==> src/rtl/core_step_ctrl_if.sv <==
// Bus between the single-step/run controller and its environment: raw operator
// inputs, breakpoint match inputs, and the core enable / status outputs.
interface core_step_ctrl_if;
    logic        step_btn_i;
    logic        run_sw_i;
    logic        bp_en_i;
    logic [31:0] bp_addr_i;
    logic [31:0] instr_addr_i;
    logic        core_en_o;
    logic [1:0]  state_o;
    logic [15:0] step_cnt_o;

    modport master (
        output step_btn_i, run_sw_i, bp_en_i, bp_addr_i, instr_addr_i,
        input  core_en_o, state_o, step_cnt_o
    );

    modport slave (
        input  step_btn_i, run_sw_i, bp_en_i, bp_addr_i, instr_addr_i,
        output core_en_o, state_o, step_cnt_o
    );
endinterface

==> src/rtl/core_step_ctrl.sv <==
// Single-step / free-run / breakpoint controller producing one-cycle core enables
// from a debounced step button and run switch.
module core_step_ctrl #(
    parameter int DEBOUNCE_CYCLES = 1000000,
    parameter int RUN_DIV         = 50000000
) (
    input  logic              clk_i,
    input  logic              rst_i,
    core_step_ctrl_if.slave   bus
);
    localparam int NUM_IN = 2;  // lane 0 = step button, lane 1 = run switch
    localparam int DB_W   = $clog2(DEBOUNCE_CYCLES + 1);
    localparam int PS_W   = $clog2(RUN_DIV + 1);
    localparam logic [DB_W-1:0] DB_MAX = DB_W'(DEBOUNCE_CYCLES - 1);
    localparam logic [PS_W-1:0] PS_MAX = PS_W'(RUN_DIV - 1);

    typedef enum logic [1:0] {
        S_IDLE = 2'b00,
        S_STEP = 2'b01,
        S_RUN  = 2'b10,
        S_BRK  = 2'b11
    } state_t;

    logic [NUM_IN-1:0]           raw;
    logic [NUM_IN-1:0]           sync1;
    logic [NUM_IN-1:0]           sync2;
    logic [NUM_IN-1:0]           stable;
    logic [NUM_IN-1:0]           stable_d1;
    logic [NUM_IN-1:0][DB_W-1:0] db_cnt;

    state_t          state_q;
    state_t          state_d;
    logic [PS_W-1:0] presc_q;
    logic            first_q;
    logic            bp_hit_q;
    logic [15:0]     cnt_q;

    logic run_lvl;
    logic step_req;
    logic tick;
    logic core_en;

    assign raw = {bus.run_sw_i, bus.step_btn_i};

    // Synchronize, then require DEBOUNCE_CYCLES consecutive mismatches to flip.
    always_ff @(posedge clk_i or posedge rst_i) begin
        if (rst_i) begin
            sync1     <= '0;
            sync2     <= '0;
            stable    <= '0;
            stable_d1 <= '0;
            db_cnt    <= '0;
        end else begin
            sync1     <= raw;
            sync2     <= sync1;
            stable_d1 <= stable;
            for (int l = 0; l < NUM_IN; l++) begin
                if (sync2[l] == stable[l]) begin
                    db_cnt[l] <= '0;
                end else if (db_cnt[l] == DB_MAX) begin
                    stable[l] <= sync2[l];
                    db_cnt[l] <= '0;
                end else begin
                    db_cnt[l] <= db_cnt[l] + 1'b1;
                end
            end
        end
    end

    assign run_lvl  = stable[1];
    assign step_req = stable[0] & ~stable_d1[0];
    assign tick     = (state_q == S_RUN) && (presc_q == PS_MAX);

    // Enable is decoded only from flops so it cannot glitch on input activity.
    assign core_en = (state_q == S_STEP) ||
                     (tick && run_lvl && !(bp_hit_q && !first_q));

    always_comb begin
        state_d = state_q;
        case (state_q)
            S_IDLE: begin
                if (run_lvl)       state_d = S_RUN;
                else if (step_req) state_d = S_STEP;
            end
            S_STEP: state_d = S_IDLE;
            S_RUN: begin
                if (!run_lvl)                           state_d = S_IDLE;
                else if (tick && bp_hit_q && !first_q)  state_d = S_BRK;
            end
            S_BRK: begin
                if (!run_lvl)      state_d = S_IDLE;
                else if (step_req) state_d = S_STEP;
            end
            default: state_d = S_IDLE;
        endcase
    end

    always_ff @(posedge clk_i or posedge rst_i) begin
        if (rst_i) state_q <= S_IDLE;
        else       state_q <= state_d;
    end

    // Prescaler only runs while staying in RUN, so every entry starts from zero.
    always_ff @(posedge clk_i or posedge rst_i) begin
        if (rst_i) begin
            presc_q  <= '0;
            first_q  <= 1'b1;
            bp_hit_q <= 1'b0;
        end else begin
            bp_hit_q <= bus.bp_en_i && (bus.instr_addr_i == bus.bp_addr_i);
            if (state_q == S_RUN && state_d == S_RUN)
                presc_q <= tick ? '0 : presc_q + 1'b1;
            else
                presc_q <= '0;
            if (state_q != S_RUN) first_q <= 1'b1;
            else if (tick)        first_q <= 1'b0;
        end
    end

    always_ff @(posedge clk_i or posedge rst_i) begin
        if (rst_i)        cnt_q <= '0;
        else if (core_en) cnt_q <= cnt_q + 16'd1;
    end

    assign bus.core_en_o  = core_en;
    assign bus.state_o    = state_q;
    assign bus.step_cnt_o = cnt_q;
endmodule

==> src/flat_wrapper.sv <==
// flat-port wrapper written by rule: the top's interface ports become plain ports
module core_step_ctrl_flat 
#(
    parameter int DEBOUNCE_CYCLES = 1000000,
    parameter int RUN_DIV         = 50000000
)
  (clk_i, rst_i, bus_step_btn_i, bus_run_sw_i, bus_bp_en_i, bus_bp_addr_i, bus_instr_addr_i, bus_core_en_o, bus_state_o, bus_step_cnt_o);
  core_step_ctrl_if bus_i ();
  input  logic clk_i;
  input  logic rst_i;
  input wire logic [$bits(bus_i.step_btn_i)-1:0] bus_step_btn_i;
  input wire logic [$bits(bus_i.run_sw_i)-1:0] bus_run_sw_i;
  input wire logic [$bits(bus_i.bp_en_i)-1:0] bus_bp_en_i;
  input wire logic [$bits(bus_i.bp_addr_i)-1:0] bus_bp_addr_i;
  input wire logic [$bits(bus_i.instr_addr_i)-1:0] bus_instr_addr_i;
  output wire logic [$bits(bus_i.core_en_o)-1:0] bus_core_en_o;
  output wire logic [$bits(bus_i.state_o)-1:0] bus_state_o;
  output wire logic [$bits(bus_i.step_cnt_o)-1:0] bus_step_cnt_o;
  assign bus_i.step_btn_i = bus_step_btn_i;
  assign bus_i.run_sw_i = bus_run_sw_i;
  assign bus_i.bp_en_i = bus_bp_en_i;
  assign bus_i.bp_addr_i = bus_bp_addr_i;
  assign bus_i.instr_addr_i = bus_instr_addr_i;
  assign bus_core_en_o = bus_i.core_en_o;
  assign bus_state_o = bus_i.state_o;
  assign bus_step_cnt_o = bus_i.step_cnt_o;
  core_step_ctrl #(.DEBOUNCE_CYCLES(DEBOUNCE_CYCLES), .RUN_DIV(RUN_DIV)) u_core (.clk_i(clk_i), .rst_i(rst_i), .bus(bus_i));
endmodule
==> config.mk <==
export PLATFORM = sky130hd
export DESIGN_NAME = core_step_ctrl_flat
export DESIGN_NICKNAME = d
export VERILOG_FILES = /design/src/rtl/core_step_ctrl_if.sv /design/src/rtl/core_step_ctrl.sv /design/src/flat_wrapper.sv
export SDC_FILE = /design/constraint.sdc
export NUM_CORES = 1
export LEC_CHECK = 0
export ABC_AREA = 0
export CAP_MARGIN = 20
export CORE_MARGIN = 4
export CORE_UTILIZATION = 47
export DETAILED_ROUTE_END_ITERATION = 8
export PLACE_DENSITY = 0.76
export RECOVER_POWER = 25
export SLEW_MARGIN = 10
export SYNTH_ARGS = -nofsm -noshare
export SYNTH_HDL_FRONTEND = slang
export SYNTH_SLANG_ARGS = --single-unit
export TNS_END_PERCENT = 100
==> constraint.sdc <==
create_clock -name clk_i -period 3.8 [get_ports clk_i]
set_clock_uncertainty 0.15 [all_clocks]
set_input_delay 1.14 -clock clk_i [delete_from_list [all_inputs] [get_ports clk_i]]
set_output_delay 1.14 -clock clk_i [all_outputs]
set_load 0.02 [all_outputs]
**After elaboration in Yosys (flattened, before gate mapping)**

Index checks and enable logic that the tools add are counted.

- Register bits after elaboration: 93
- Input bits: 69
- Output and inout bits: 19
- Word-level logic and storage cells: 60

- Add/subtract/negate cells: 4
- Equal/unequal tests: 11
- Muxes and demuxes: 14
- Bitwise logic cells: 4
- Reductions and logical operators: 15

Operator list:

| operator | count |
|---|---|
| 2-to-1 mux 20 bit | 4 |
| 2-to-1 mux 26 bit | 2 |
| adder 20 x 1 -> 20 bit, second input constant | 2 |
| == test 20 bit, second input constant | 2 |
| == test 32 bit | 1 |
| adder 26 x 1 -> 26 bit, second input constant | 1 |
| == test 26 bit, second input constant | 1 |
| adder 16 x 1 -> 16 bit, second input constant | 1 |
| 2-to-1 mux 2 bit | 5 |
| logical AND 1 bit | 8 |
| case mux 2 bit (4 select lines) | 1 |
| == test 2 bit, second input constant | 3 |
| AND reduction 2 bit | 2 |
| NOT 1 bit | 3 |
| == test 1 bit | 2 |
| == test 2 x 1 -> 1 bit, second input constant | 1 |
| logical NOT 1 bit | 2 |
| logical NOT 2 bit | 1 |
| 2-to-1 mux 1 bit | 2 |
| != test 2 bit, second input constant | 1 |
| nonzero test 2 bit | 1 |
| AND 1 bit | 1 |
| logical OR 1 bit | 1 |

**Logic depth before layout (Yosys ltp)**

Gate-level depths: netlist of run 1.

- Depth after elaboration: 10
- Mapped depth: 7
- Depth with buffers taken out: 6

**Worst setup path before layout of run 1**

OpenSTA, ideal clock, no wires.

- Path kind: register to output
- Start point: register u_core.state_q[1], in the netlist u_core.bus.state_o[1]
- End point: output bus_core_en_o
- Arrival time: 1574 ps
- Data required time: 2510 ps
- Setup slack: 936 ps
- Cell stages (with the launch flop): 6
- Buffers on the path: 0
- Path through: dfrtp_1 > nor2b_1 > nand4_1 > nor4b_4 > nor2_1 > inv_1

- Longest elaborated chain between the ends: 5
- Elaborated cells between the ends (all ways): 6
- Classes of those cells: eq/ne (2); reduce/logical (4)

Ends and longest elaborated chain:

| element | RTL line | source |
|---|---|---|
| start, declared | core_step_ctrl.sv:31 | `state_t state_q;` |
| start signal, assigned | core_step_ctrl.sv:100 | `else state_q <= state_d;` |
| == test 2 bit | core_step_ctrl.sv:72 | `assign tick = (state_q == S_RUN) && (presc_q == PS_MAX);` |
| logical AND 1 bit | core_step_ctrl.sv:72 |  |
| logical AND 1 bit (2 in a row) | core_step_ctrl.sv:76 | `(tick && run_lvl && !(bp_hit_q && !first_q));` |
| logical OR 1 bit * | core_step_ctrl.sv:75 | `assign core_en = (state_q == S_STEP) \|\|` |
| end, declared | flat_wrapper.sv:16 | `output wire logic [$bits(bus_i.core_en_o)-1:0] bus_core_en_o;` |

Mark *: on every way between the ends. The rest lies on a longest branch, timed or not.

**Final worst setup path of run 1**

- Start point: register u_core.presc_q[7]
- End point: output bus_core_en_o

- Longest elaborated chain between the ends: 5

Ends and longest elaborated chain:

| element | RTL line | source |
|---|---|---|
| start, declared | core_step_ctrl.sv:33 | `logic [PS_W-1:0] presc_q;` |
| start signal, assigned | core_step_ctrl.sv:112 | `presc_q <= tick ? '0 : presc_q + 1'b1;` |
| == test 26 bit | core_step_ctrl.sv:72 |  |
| logical AND 1 bit | core_step_ctrl.sv:72 |  |
| logical AND 1 bit (2 in a row) | core_step_ctrl.sv:76 |  |
| logical OR 1 bit | core_step_ctrl.sv:75 |  |

No other way between the ends.

==> results of run 1 <==
layer usage:
| metal | track usage | vias up |
|---|---|---|
| li1 | - | 1745 |
| met5 | 0 | - |
| met4 | 0.0550 | 0 |
| met2 | 0.289 | 115 |
| met1 | 0.210 | 1691 |
| met3 | 0.0424 | 9 |
registers in the layout, indices dropped and copies added (netlist names):
register,flops
u_core.first_q,1
u_core.db_cnt,40
u_core.sync1,2
u_core.bp_hit_q,1
u_core.bus.state_o,2
u_core.bus.step_cnt_o,16
u_core.stable,2
u_core.sync2,2
u_core.presc_q,26
u_core.stable_d1,1
worst max-delay path, cell delays in order, from the launching register on:
cell	delay [ps]
dfrtp_1	460
nor4b_2	330
nand4_1	200
nor4b_4	300
nor2_1	120
inv_1	70
dlymetal6s2s_1	210
kinds of logic after synthesis:
group	synth area share
and+or+nand+nor	0.242
buffers and inverters	0.0188
AOI/OAI and AO/OA	0.0252
DFF	0.494
xor gates and xnor gates	0.202
muxes	0.00716
adders and majority gates	0.0106
power breakdown:
part,internal [uW],switching [uW],leakage (uW)
Combinational,90.5,56.2,0.00107
Clock,327,358,0.000103
Sequential,996,5.94,0.00128
Total,1410,420,0.00246
worst paths after layout:
kind | depth (start not counted) | endpoint
min in group asynchronous | 2 | u_core.db_cnt[22]$_DFF_PP0_
min reg2reg | 0 | u_core.sync2[0]$_DFF_PP0_
max in group asynchronous | 3 | u_core.presc_q[19]$_DFF_PP0_
max reg2reg | 6 | u_core.db_cnt[16]$_DFF_PP0_
max | 6 | bus_core_en_o
min | 0 | u_core.sync2[0]$_DFF_PP0_
stage by stage:
step	util	setup WS, ps
4_1_cts	0.608	50.0
3_3_place_gp	0.586	465
6_report	0.608	457
2_1_floorplan	-	91.3
3_5_place_dp	0.586	360
5_1_grt	0.608	288
cells in the mapped netlist, types with 2 or more instances:
| cell | instances | area share |
|---|---|---|
| nor4_1 | 6 | 0.0080 |
| o211ai_1 | 2 | 0.0032 |
| buf_2 | 2 | 0.0021 |
| clkbuf_1 | 6 | 0.0048 |
| nand2_1 | 25 | 0.020 |
| nor2_1 | 77 | 0.061 |
| nand3b_1 | 3 | 0.0048 |
| nand4_1 | 21 | 0.028 |
| dfrtp_1 | 92 | 0.49 |
| xnor2_1 | 63 | 0.12 |
| xor2_1 | 46 | 0.085 |
| nor3_1 | 4 | 0.0042 |
| buf_4 | 2 | 0.0032 |
| nor2b_1 | 2 | 0.0027 |
| inv_1 | 8 | 0.0064 |
| mux2_2 | 3 | 0.0072 |
| o2111ai_1 | 4 | 0.0074 |
| ha_1 | 4 | 0.011 |
| and3_1 | 13 | 0.017 |
| nand2b_1 | 3 | 0.0040 |
| nand3_1 | 26 | 0.028 |
| and4_1 | 15 | 0.028 |
| nor4b_1 | 3 | 0.0056 |
| nor4b_4 | 2 | 0.010 |
| o21ai_0 | 10 | 0.011 |
| and2_1 | 4 | 0.0053 |
area by class of cell:
class / count / share of cell area
Multi-Input combinational cell: 346 / 0.388
Clock buffer: 10 / 0.0232
Clock inverter: 6 / 0.0116
Tap cell: 133 / 0.0280
Sequential cell: 93 / 0.392
Timing Repair Buffer: 90 / 0.152
Inverter: 8 / 0.00526
repair_timing:
item	CTS	global route
hold endpoints to repair	0	0
gates resized for setup	1	1
setup endpoints to repair	1	1
==> results.md, run 1 <==
- Worst setup path start: u_core.presc_q[7]$_DFF_PP0_
- Critical Path Fanout Max: 6
- P per Cell Area: 309 nW/um2
- Final setup vio count: 0
- H-tree Lvls: 3
- Hold path startpoint: u_core.sync1[0]$_DFF_PP0_
- Max Buffers Root-to-Sink: 2
- Final net count: 621
- Final Critical Period: 3340 ps
- Final instance area: 5940 um2
- Grt total ovfl: 0
- Reg clk slew, reported paths: 90 ps
- Sequential cell area: 2330 um2
- F_max: 0.299 GHz
- Antenna violations before repair: 0
- CTS Hold Bufs: 0
- RSZ-0062 raised after global routing: false
- Metal2 WL: 4430 um
- Vias per cell: 5.19
- Max IR drop VDD: 0.000156 V
- Setup CP Type: reg -> out
- EDFF count, synth: 0
- Starting Density: 0.482
- Global-route wire length before repair: 16,000 um
- Placed insts: 670
- Cell variety after synth: 38
- CTS Root Cell: clkbuf_8
- Worst-skew pair later-pin latency: 360 ps
- YS warnings: 0
- Clock Sinks: 93
- Synthesis-stage register bit count: 93
- Post-Synthesis Cells: 458
- CP arrival: 2050 ps
- Fin. max-slew vios: 41
- Ant diodes: 0
- # port buffers: 87
- Routability cong.: 0.892
- Commonest register cell after synthesis: dfrtp_1
- Placed instance area: 5730 um2
- Final Power: 1830 uW
- DPL Wire Length: 6930 um
- IO Count: 88
- Routed via count: 3,560
- Endpoints failing hold: 0
- LEAKAGE: 0.00246 uW
- Slew @ Worst Pin: 1740 ps
- Multi-input logic area: 2300 um2
- WP data required: 2510 ps
- Relative slew slack: -0.169
- Detailed-route wire length: 9340 um
- Pin count of the biggest net entering global routing: 54
- CP startpoint kind: register
- RR Startpoint: u_core.db_cnt[0]$_DFF_PP0_
- Final std cells w/o fill: 686
- Hold crit path type: reg -> reg
- Top Layer Used: met4
- Initial DRC count: 193
- Crit share post-route: 0.880
- CTS tree: done
- Drt pass-1 iters: 4
- Routed Antenna Nets: 0
- Worst reg2reg setup slack: 1320 ps
- CP endpoint kind: primary output
- DIE HEIGHT: 108 um
- Filler cell count: 819
- Syn avg cell area: 10.3 um2
- Post-route DRC: 0
- Asr flop ratio synth: 1.00
- Sequential element share of the synthesized area: 0.494
- DR WL/cell: 13.6 um
- Die area: 11,700 um2
- Core Area: 9770 um2
- Layout cells sized above 1: 0.0542
- Fin Hold WS: 205 ps
- Buffer count from post-CTS setup fixing: 0
- Status: finished, violations left
- Number of global-route vias before repair: 3,613
- WL met3: 669 um
- Max_cap viols: 1
- Syn_nets: 531
- Mapped cell area: 4720 um2
- Met1 WL: 4140 um
- # rows: 36
- GRT Total Usage: 0.169
- Die width: 108 um
- Cts bufs inserted: 9
- Area grow syn2layout: 26.0%
- Failing checks: capacitance limit, slew limit
- Most common cell after layout, fill and taps aside: dfrtp_1
- Most frequent cells in the layout: 92 x dfrtp_1, 83 x clkdlybuf4s50_1, 77 x nor2_1
- Setup TNS: 0 ps
Note: power is estimated with default switching activity, not from simulation.
==> run 2: changes to the inputs <==
CAP_MARGIN = default   (was 20)
RECOVER_POWER = default   (was 25)
==> run 2 against run 1 <==
The flow now finishes without violations; cell count unchanged; design area about the same; sequential share of layout area about the same; power about the same; wire length about the same; core utilization about the same; flip-flop and latch count unchanged; critical endpoint unchanged; largest cell class unchanged; highest routed layer unchanged.
==> results.md, run 2 (synthesized netlist as in run 1, its figures left out) <==
- Status: finished clean
- Pre-CTS WS: 360 ps
- CTS Root Cell: clkbuf_8
- DPL Wire Length: 6930 um
- CP arrival: 2050 ps
- CP startpoint kind: register
- LEAKAGE: 0.00247 uW
- Buffer count from post-CTS setup fixing: 0
- Slew @ Worst Pin: 744 ps
- Sequential cell area: 2330 um2
- Sw Ratio: 0.228
- Most frequent cells in the layout: 92 x dfrtp_1, 86 x clkdlybuf4s50_1, 77 x nor2_1
- WL met3: 665 um
- Met1 WL: 4130 um
- Critical Path Fanout Max: 6
- Ant diodes: 0
- Pin count of the biggest net entering global routing: 54
- Max IR drop VDD: 0.000156 V
- Crit path to: bus_core_en_o
- Worst reg2reg setup slack: 1320 ps
- Detailed-route wire length: 9330 um
- Core Area: 9770 um2
- RSZ-0062 raised after global routing: false
- Routed via count: 3,555
- # rows: 36
- Final setup vio count: 0
- Placed instance area: 5730 um2
- Final WS setup: 463 ps
- # port buffers: 87
- Global-route wire length before repair: 16,000 um
- Drt pass-1 iters: 4
- Max Buffers Root-to-Sink: 2
- CTS tree: done
- Filler cell count: 817
- DIE HEIGHT: 108 um
- Max reg flops: 40
- Vias per cell: 5.18
- Power Internal: 1410 uW
- Relative slew slack: 0.500
- Most common cell after layout, fill and taps aside: dfrtp_1
- Fin. max-slew vios: 0
- Routability cong.: 0.892
- Grt total ovfl: 0
- Setup CP Type: reg -> out
- Hold Path Depth: 0
- Layout cells sized above 1: 0.0561
- Post-route DRC: 0
- Worst-skew pair later-pin latency: 360 ps
- Endpoints failing hold: 0
- Die area: 11,700 um2
- Routed Antenna Nets: 0
- Clock power frac: 0.373
- Cts bufs inserted: 9
- Setup TNS: 0 ps
- R2r endpoint: u_core.db_cnt[16]$_DFF_PP0_
- F_max: 0.300 GHz
- P per Cell Area: 308 nW/um2
- WP data required: 2510 ps
- Top Layer Used: met4
- GRT Total Usage: 0.169
- Reg clk slew, reported paths: 90 ps
- Switch Pwr: 419 uW
- Metal2 WL: 4440 um
- CP endpoint kind: primary output
- Starting Density: 0.482
- Number of global-route vias before repair: 3,613
- Die width: 108 um
- Gate power share: 0.080
- Final Critical Period: 3340 ps
- Crit share post-route: 0.878
- Worst-case reg-to-reg path depth: 6
- Hold crit path type: reg -> reg
- Initial DRC count: 198
- Area grow syn2layout: 26.1%
- Final instance area: 5950 um2
- Max_cap viols: 0
- H-tree Lvls: 3
- Clock Sinks: 93
- Worst setup path start: u_core.presc_q[7]$_DFF_PP0_
- IO Count: 88
- Antenna violations before repair: 0
- Largest Register: u_core.db_cnt
- Final Power: 1830 uW
- Final net count: 621
- RR Startpoint: u_core.db_cnt[0]$_DFF_PP0_
- Share of power burned in registers: 0.547
- Multi-input logic area: 2300 um2
- DR WL/cell: 13.6 um
## run 2: power by group through the flow
stage	clock (uW)	combinational, uW	sequential (uW)
after floorplan	0	60.5	1020
after global placement	0	148	1020
after detailed placement	0	151	1020
after CTS	708	151	1000
after global routing	743	164	1000
final	683	147	1000
## run 2: worst max-delay path, cell delays in order, from the launching register on
cell	delay, ps
dfrtp_1	450
nor4b_2	330
nand4_1	200
nor4b_4	300
nor2_1	120
inv_1	70
dlymetal6s2s_1	210
## run 2: how the worst min path moves through the flow
stage	from	end	slack, ps
floorplan	u_core.sync1[0]$_DFF_PP0_	u_core.sync2[0]$_DFF_PP0_	180
global placement	u_core.sync1[0]$_DFF_PP0_	u_core.sync2[0]$_DFF_PP0_	180
detailed placement	u_core.sync1[0]$_DFF_PP0_	u_core.sync2[0]$_DFF_PP0_	190
CTS	u_core.sync1[0]$_DFF_PP0_	u_core.sync2[0]$_DFF_PP0_	210
global route	u_core.sync1[0]$_DFF_PP0_	u_core.sync2[0]$_DFF_PP0_	220
finish	u_core.sync1[0]$_DFF_PP0_	u_core.sync2[0]$_DFF_PP0_	200
## run 2: repair_timing
item | 4_1_cts | 5_1_grt
endpoints found under the setup margin | 1 | 1
hold endpoints to repair | 0 | 0
hold buffers | 0 | 0
resized for setup | 1 | 1
## run 2: area by class of cell
| type | count | share of cell area |
|---|---|---|
| inverter | 8 | 0.00526 |
| tap | 133 | 0.0280 |
| timing repair buffer | 90 | 0.153 |
| multi-input combinational | 346 | 0.388 |
| clock inverter | 6 | 0.0116 |
| clock buffer | 10 | 0.0231 |
| sequential | 93 | 0.392 |
## run 2: routing by layer
layer  vias up  global-route usage
met1      1691               0.210
li1       1741                   -
met5         -                   0
met3        10              0.0424
met2       113               0.289
met4         0              0.0550
## run 2: through the flow
stage          cells  hold slack, ps   util
4_1_cts          686             209  0.608
3_5_place_dp     670             186  0.586
3_3_place_gp     670             182  0.586
2_1_floorplan    458             181      -
6_report         686             205  0.608
5_1_grt          686             219  0.608
==> run 3: changes to the inputs <==
CORE_UTILIZATION = 48   (was 47)
PLACE_DENSITY = 0.74   (was 0.76)
clock period = 4.3 ns   (was 3.8 ns; I/O delays follow)
==> run 3 against run 2 <==
Die area fell by 1.9%; register-to-register slack improved by 440 ps; first-iteration DRC count fell by 40%; core utilization rose by 2.0 points; global-route usage rose by 0.88 points; setup slack got worse by 180 ps; critical path depth did not move; clock power fell by 14%; cell count fell by 0.73%; sequential power fell by 11%; worst hold slack improved by 3.6 ps; clock-buffer cell count did not move; critical path type unchanged; critical endpoint unchanged; largest cell class unchanged; highest routed layer unchanged.
==> results.md, run 3 (synthesized netlist as in run 1, its figures left out) <==
- H-tree Lvls: 3
- Ant diodes: 0
- Final std cells w/o fill: 681
- RSZ-0062 raised after global routing: false
- Largest Register: u_core.db_cnt
- Number of global-route vias before repair: 3,674
- Routed via count: 3,553
- Fin. max-slew vios: 0
- DPL Wire Length: 7070 um
- Routability cong.: 0.788
- DR WL/cell: 13.9 um
- Slew @ Worst Pin: 856 ps
- Critical Path Fanout Max: 5
- Power Internal: 1240 uW
- Worst hold endpoint: u_core.sync2[0]$_DFF_PP0_
- Fin util: 0.628
- Placed insts: 665
- CTS-repair resized insts: 0
- Clock power frac: 0.365
- Hold crit path type: reg -> reg
- Starting Density: 0.501
- Endpoints failing hold: 0
- Final Critical Period: 4020 ps
- Switch Pwr: 356 uW
- Buffer count from post-CTS setup fixing: 0
- CTS Root Cell: clkbuf_8
- Die area: 11,500 um2
- Antenna violations before repair: 0
- Area grow syn2layout: 25.5%
- # rows: 35
- Crit share post-route: 0.935
- Vias per cell: 5.22
- Setup TNS: 0 ps
- Die width: 107 um
- GRT Total Usage: 0.178
- Max reg flops: 40
- F_max: 0.249 GHz
- Grt total ovfl: 0
- Share of power burned in registers: 0.553
- CP endpoint kind: primary output
- Sw Ratio: 0.223
- Most common cell after layout, fill and taps aside: dfrtp_1
- CTS Hold Bufs: 0
- Cts bufs inserted: 9
- Hold path startpoint: u_core.sync1[0]$_DFF_PP0_
- Setup CP Type: reg -> out
- Worst-skew pair later-pin latency: 360 ps
- LEAKAGE: 0.00244 uW
- Clock Sinks: 93
- Global-route wire length before repair: 16,400 um
- Layout cells sized above 1: 0.0525
- DIE HEIGHT: 107 um
- Final Power: 1600 uW
- Filler cell count: 802
- Fin Hold WS: 208 ps
- P per Cell Area: 271 nW/um2
- RR Startpoint: u_core.db_cnt[0]$_DFF_PP0_
- Relative slew slack: 0.428
- R2r endpoint: u_core.db_cnt[18]$_DFF_PP0_
- # port buffers: 87
- CTS tree: done
- Hold Path Depth: 0
- Reg clk slew, reported paths: 90 ps
- Max IR drop VDD: 0.000131 V
- Max_cap viols: 0
- CP startpoint kind: register
- Final net count: 620
- Pin count of the biggest net entering global routing: 56
- Drt pass-1 iters: 4
- Routed Antenna Nets: 0
- Initial DRC count: 119
- Post-route DRC: 0
- Final setup vio count: 0
- WP data required: 2860 ps
- Worst-case reg-to-reg path depth: 6
- Status: finished clean
- Worst reg2reg setup slack: 1760 ps
- Gate power share: 0.082
- IO Count: 88
- Most frequent cells in the layout: 92 x dfrtp_1, 87 x clkdlybuf4s50_1, 77 x nor2_1
- CP arrival: 2580 ps
- Max Buffers Root-to-Sink: 2
- Worst setup path start: u_core.presc_q[8]$_DFF_PP0_
- Core Area: 9420 um2
- Detailed-route wire length: 9460 um
==> run 3: cell types whose count changed in the layout (fill, tap and decap cells not counted), sizes merged <==
cell / delta
buf: -1
inv: -1
clkdlybuf4s50: +1
clkinv: +1
dlymetal6s2s: -1
==> run 3: critical path, cell delays in order (launching register included) <==
cell             delay, ps
dfrtp_1                440
nor4b_1                390
nand4_1                220
nor4b_4                320
nor2_1                 150
inv_1                  100
clkdlybuf4s50_1        600
==> run 3: per-layer routing <==
| metal | GRT usage | routed length, um | part of all wire |
|---|---|---|---|
| met5 | 0 | 0 | 0 |
| met1 | 0.214 | 4100 | 0.43 |
| met2 | 0.299 | 4530 | 0.48 |
| met3 | 0.0518 | 648 | 0.068 |
| met4 | 0.0694 | 182 | 0.019 |
==> run 3: how the worst max path moves through the flow <==
| stage | endpoint | slack (ps) |
|---|---|---|
| floorplan | u_core.bp_hit_q$_DFF_PP0_ | 440 |
| global placement | bus_core_en_o | 700 |
| detailed placement | bus_core_en_o | 660 |
| CTS | bus_core_en_o | 240 |
| global route | bus_core_en_o | 130 |
| finish | bus_core_en_o | 280 |
==> run 3: power by group through the flow <==
stage          clock network [uW]  registers [uW]  logic, uW
2_1_floorplan                   0             902       53.4
3_5_place_dp                    0             903        134
4_1_cts                       604             886        134
6_report                      584             886        131
5_1_grt                       642             887        145
3_3_place_gp                    0             903        133
==> run 3: final cells by class <==
| cell class | count | area [um2] | area share |
|---|---|---|---|
| flip-flops and latches | 93 | 2330 | 0.394 |
| clock inverters | 6 | 61.3 | 0.0104 |
| inverters | 8 | 31.3 | 0.00529 |
| multi-input cells | 346 | 2300 | 0.388 |
| clock buffers | 10 | 138 | 0.0233 |
| repair buffers | 89 | 898 | 0.152 |
| well taps | 129 | 161 | 0.0273 |
==> run 3: per-stage QoR <==
step                      area, um2  worst slack, ps
final                          5920              282
after global routing           5920              129
after CTS                      5920              240
after detailed placement       5720              658
after global placement         5720              698
after floorplan                4720              441
